`src/rtl/pipe_stall_ctrl.sv`:
```
// Stall/flush sequencer for the F/D/E/M/W pipeline registers: combines decode hazards,
// a multiply/divide busy window and CP0 exceptions into PC/D/E controls plus a stall counter.
module pipe_stall_ctrl #(
  parameter int MULT_CYCLES = 5,
  parameter int DIV_CYCLES  = 10,
  parameter int CNT_W       = 4
) (
  input  logic        clk,
  input  logic        reset,
  input  logic        lu_hazard,
  input  logic        d_is_md,
  input  logic        e_md_start,
  input  logic        e_md_is_div,
  input  logic        exc_req,
  output logic        pc_we,
  output logic        d_we,
  output logic        e_clr,
  output logic        md_start,
  output logic        md_busy,
  output logic        stall,
  output logic [31:0] stall_cnt
);

  typedef enum logic {
    IDLE = 1'b0,
    BUSY = 1'b1
  } state_t;

  localparam logic [CNT_W-1:0] MULT_LOAD = CNT_W'(MULT_CYCLES);
  localparam logic [CNT_W-1:0] DIV_LOAD  = CNT_W'(DIV_CYCLES);
  localparam logic [CNT_W-1:0] CNT_ONE   = CNT_W'(1);

  state_t           state, state_n;
  logic [CNT_W-1:0] cnt, cnt_n;

  // An exception flushes the E-stage instruction, so its MDU operation must never launch.
  assign md_start = e_md_start & ~exc_req;

  // NOTE: sequential state uses non-blocking assignments so every flop samples pre-edge values.
  always_ff @(posedge clk or posedge reset) begin
    if (reset) begin
      state <= IDLE;
      cnt   <= '0;
    end else begin
      state <= state_n;
      cnt   <= cnt_n;
    end
  end

  // NOTE: next-state values are defaulted first so no path leaves them unassigned (no latch).
  always_comb begin
    state_n = state;
    cnt_n   = cnt;
    case (state)
      IDLE: begin
        if (md_start) begin
          state_n = BUSY;
          cnt_n   = e_md_is_div ? DIV_LOAD : MULT_LOAD;
        end
      end
      BUSY: begin
        // A running operation belongs to an older committed instruction: exc_req and
        // stray start strobes leave it alone.
        if (cnt == CNT_ONE) begin
          state_n = IDLE;
          cnt_n   = '0;
        end else begin
          cnt_n = cnt - CNT_ONE;
        end
      end
      default: begin
        state_n = IDLE;
        cnt_n   = '0;
      end
    endcase
  end

  assign md_busy = (state == BUSY);

  // The e_md_start term covers the start cycle, before md_busy has been registered.
  assign stall = ~exc_req & (lu_hazard | (d_is_md & (md_busy | e_md_start)));

  // During an exception stall is 0, so the PC loads the handler and nothing is cleared here.
  assign pc_we = ~stall;
  assign d_we  = ~stall;
  assign e_clr = stall;

  always_ff @(posedge clk or posedge reset) begin
    if (reset) begin
      stall_cnt <= '0;
    end else if (stall) begin
      stall_cnt <= stall_cnt + 32'd1;
    end
  end

endmodule

```
`config.mk`:
```
export PLATFORM = sky130hd
export DESIGN_NAME = pipe_stall_ctrl
export DESIGN_NICKNAME = d
export VERILOG_FILES = /design/src/rtl/pipe_stall_ctrl.sv
export SDC_FILE = /design/constraint.sdc
export NUM_CORES = 1
export LEC_CHECK = 0
export BUFFER_PORTS_ARGS = -buffer_cell sky130_fd_sc_hd__buf_2
export CAP_MARGIN = 5
export CORE_ASPECT_RATIO = 0.9
export CORE_MARGIN = 2
export CORE_UTILIZATION = 40
export CTS_BUF_LIST = sky130_fd_sc_hd__clkbuf_4
export DETAILED_ROUTE_END_ITERATION = 10
export PLACE_DENSITY = 0.65
export SLEW_MARGIN = 20
export SYNTH_ARGS = -nofsm -noshare
export SYNTH_HDL_FRONTEND = slang
export SYNTH_SLANG_ARGS = --single-unit
```
`constraint.sdc`:
```
create_clock -name clk -period 2 [get_ports clk]
set_input_delay 0.1 -clock clk [delete_from_list [all_inputs] [get_ports clk]]
set_output_delay 0.1 -clock clk [all_outputs]
set_load 0.02 [all_outputs]
```
==> out/results.txt <==
outcome = completed
fraction of post-synthesis cell area in the top cell type by area = 49.8%
total negative slack = 0 ps
DIE AREA = 0.00521 mm²
number of setup violations in the final report = 0
Net Count, Synth = 179
clock tree buffer depth = 2
Final GP Congestion = 0.785
Worst Path Buf+Inv = 2
grt total ovfl = 0
floorplan row count = 23
Diodes inserted = 0
Highest Clock Rate = 0.560 GHz
Yosys warnings = 0
post-synthesis area per instance = 11.0 µm²
htree depth = 2
final worst path period share = 89.2%
height of the chip = 68.7 µm
pre-CTS WS = 438 ps
cell type of the slowest stage on the worst timing path = dfrtp_1
worst slew slack as a fraction of its limit = 68.9%
number of cells produced by synthesis = 169
Critical Path Start Type = flip-flop
Clk pin slew, worst setup/hold paths = 110 ps
layout cell share with drive strength beyond 1 = 29.5%
largest net degree at the start of global routing = 38
synthesis-stage register bit count = 37
category of cells accounting for the largest share of critical-path delay = compound AO/OA/AOI/OAI gates
number of distinct library cells after synthesis = 33
NumNets Final = 229
count of TritonRoute iterations in the first routing pass = 4
xor and xnor area share after synthesis = 14.6%
post-route ant nets = 0
Final WS setup = 216 ps
Worst Setup End Kind = output pin
initial antenna violation count = 0
Power per Cell Area = 870 mW/mm²
count of input and output buffers = 44
cell-by-cell trace of the critical path = o21ai_2, a21oi_1, inv_1, buf_2
CTS root buf = clkbuf_4
Post-Synth Simple-Gate Area = 22.0%
biggest area contributors in the synthesized netlist = dfrtp_1 (50%), xnor2_1 (13%), nand4_1 (6.4%)
wire length of the first global-routing pass = 6040 µm
IO Count = 45
minimum period implied by the final worst setup slack = 1780 ps
maximum cell stage delay along the critical path = 500 ps
Final Routed Wirelength = 3580 µm
Area growth syn-to-layout = 18.2%
count of final hold-check violations = 0
DR vias/cell = 4.92
sink count of the clock tree = 37
DRC violations left = 0
area fraction in compound gates after synthesis = 5.92%
first-iteration detailed-routing DRC count = 89
TritonCTS clock tree = yes
wire per inst = 12.7 µm
top cell type by total area after synthesis = dfrtp_1
multiplexer area fraction after synthesis = 0.605%
combined global-route utilization of all metal layers = 15.4%
path category of the worst min-delay check = in -> reg
via count of the first global-routing pass = 1256
pin slew with the least headroom to its limit = 466 ps
Core Area = 0.00446 mm²
number of buffers created by CTS = 5
effective utilization at floorplan = 41.7%
worst voltage drop across the vdd grid = 0.525 mV
Seq/Total Area, Yosys = 49.8%
Vias = 1388
max-capacitance violation count = 0
adder and majority gate portion of the synthesized area = 2.02%
WP data arrival = 1680 ps
unrepaired setup endpoints after global routing = no
netlist area before placement = 0.00186 mm²
leakage component of the power = 0.00107 µW
crit path max fanout = 8
endpoint required time on the critical path = 1900 ps
category of the critical setup timing path = reg -> out
Final Skew = 13.1 ps
Fill cells = 425
largest family of logic cells by synthesized area = simple AND/OR/NAND/NOR gates
DP HPWL = 2520 µm
count of pins over their slew limit = 0
chip width = 75.9 µm
insertion delay to the later sink of the worst-skew pair = 340 ps
[synthesized netlist by cell type]
cell,count
a21oi_1,3
buf_4,3
nor2_1,7
nand4_2,2
nor4_4,1
xnor2_1,28
ha_1,3
and4_1,2
o22ai_1,1
o21ai_2,1
dfrtp_1,37
or4_1,1
xor2_1,3
nor3b_1,1
buf_6,1
nor3_1,4
nand3_1,8
or3b_2,1
nand4_1,19
o211a_1,1
and3_1,4
clkbuf_8,2
and2_1,3
nand2b_1,1
inv_1,8
mux2_2,1
and3_2,2
nand2_1,12
nor2b_1,1
o211ai_1,2
clkbuf_1,1
a211oi_4,2
o21ai_0,3
[final timing paths]
check,startpoint,end,slack [ps],cells past startpoint
hold reg to reg,stall_cnt[31]$_DFFE_PP0P_,stall_cnt[31]$_DFFE_PP0P_,480,1
setup reg to reg,cnt[0]$_DFFE_PP0P_,cnt[2]$_DFFE_PP0P_,420,5
min in group asynchronous,reset,cnt[2]$_DFFE_PP0P_,390,4
hold / removal,exc_req,stall_cnt[2]$_DFFE_PP0P_,240,4
max in group asynchronous,reset,cnt[3]$_DFFE_PP0P_,1270,4
setup / recovery,md_busy$_DFF_PP0_,d_we,220,4
[power breakdown]
part	internal, µW	total (µW)	switching, µW
clock network	133	385	252
logic	219	535	316
registers	858	992	134
total	1210	1910	703
[state kept, by name, indices dropped and copies added, names as in the netlist]
signal,flops
cnt,4
md_busy,1
stall_cnt,32
[cell type report]
| class | count | area, µm² | area share, % |
|---|---|---|---|
| clock buffers | 5 | 37.5 | 1.71 |
| clock inverters | 3 | 17.5 | 0.797 |
| inverters | 8 | 30.0 | 1.37 |
| multi-input cells | 117 | 840 | 38.2 |
| flip-flops and latches | 37 | 926 | 42.1 |
| well taps | 62 | 77.6 | 3.53 |
| repair buffers | 50 | 270 | 12.3 |
[kinds of logic after synthesis]
group | Yosys count
flops | 37
xor+xnor | 31
mux | 1
fa+ha+maj | 3
simple gates | 69
buf+inv | 15
compound gates | 13
[per-stage QoR]
stage | power, µW | cell area (µm²) | util, % | hold slack [ps] | instances
after floorplan | 1380 | 1860 | - | 224 | 169
after global placement | 1540 | 2120 | 47.6 | 238 | 272
after detailed placement | 1550 | 2120 | 47.6 | 239 | 272
after CTS | 1940 | 2200 | 49.3 | 210 | 282
after global routing | 2060 | 2200 | 49.3 | 233 | 282
final | 1910 | 2200 | 49.3 | 238 | 282
[worst register-to-register path, delay by kind of cell (launching register included)]
kind	cells	cell delay, ps
simple gates	3	780
flops	1	440
fa+ha+maj	1	210
compound gates	1	90
[per-layer routing]
metal / vias to the layer above / GRT usage [%] / share of wire, %
met3: 4 / 4.22 / 4.4
met1: 664 / 20.9 / 50
met5: - / 0 / 0
li1: 695 / - / -
met4: 0 / 5.92 / 1.1
met2: 25 / 23.3 / 45
[cells in the final DEF (no fill, tap or decap), types with 2 or more instances in the layout]
| cell | netlist | final |
|---|---|---|
| buf_2 | 0 | 44 |
| and3_1 | 4 | 4 |
| nor3_1 | 4 | 4 |
| inv_1 | 8 | 8 |
| nand4_1 | 19 | 19 |
| nand4_2 | 2 | 2 |
| nand2_1 | 12 | 12 |
| dfrtp_1 | 37 | 37 |
| buf_4 | 3 | 4 |
| and2_1 | 3 | 3 |
| ha_1 | 3 | 3 |
| and4_1 | 2 | 2 |
| o211ai_1 | 2 | 2 |
| dlygate4sd3_1 | 0 | 2 |
| clkbuf_4 | 0 | 5 |
| and3_2 | 2 | 2 |
| o21ai_0 | 3 | 3 |
| nand3_1 | 8 | 8 |
| xor2_1 | 3 | 3 |
| a21oi_1 | 3 | 3 |
| nor2_1 | 7 | 7 |
| xnor2_1 | 28 | 28 |
| a211oi_4 | 2 | 2 |
[timing repair]
| action | CTS | global route |
|---|---|---|
| hold buffers | 2 | 0 |
| gates resized for setup | 0 | 0 |
| hold endpoints to repair | 38 | 0 |
| setup endpoints to repair | 0 | 0 |
| setup buffers | 0 | 0 |
No activity file was read; power rests on OpenSTA's default activity.
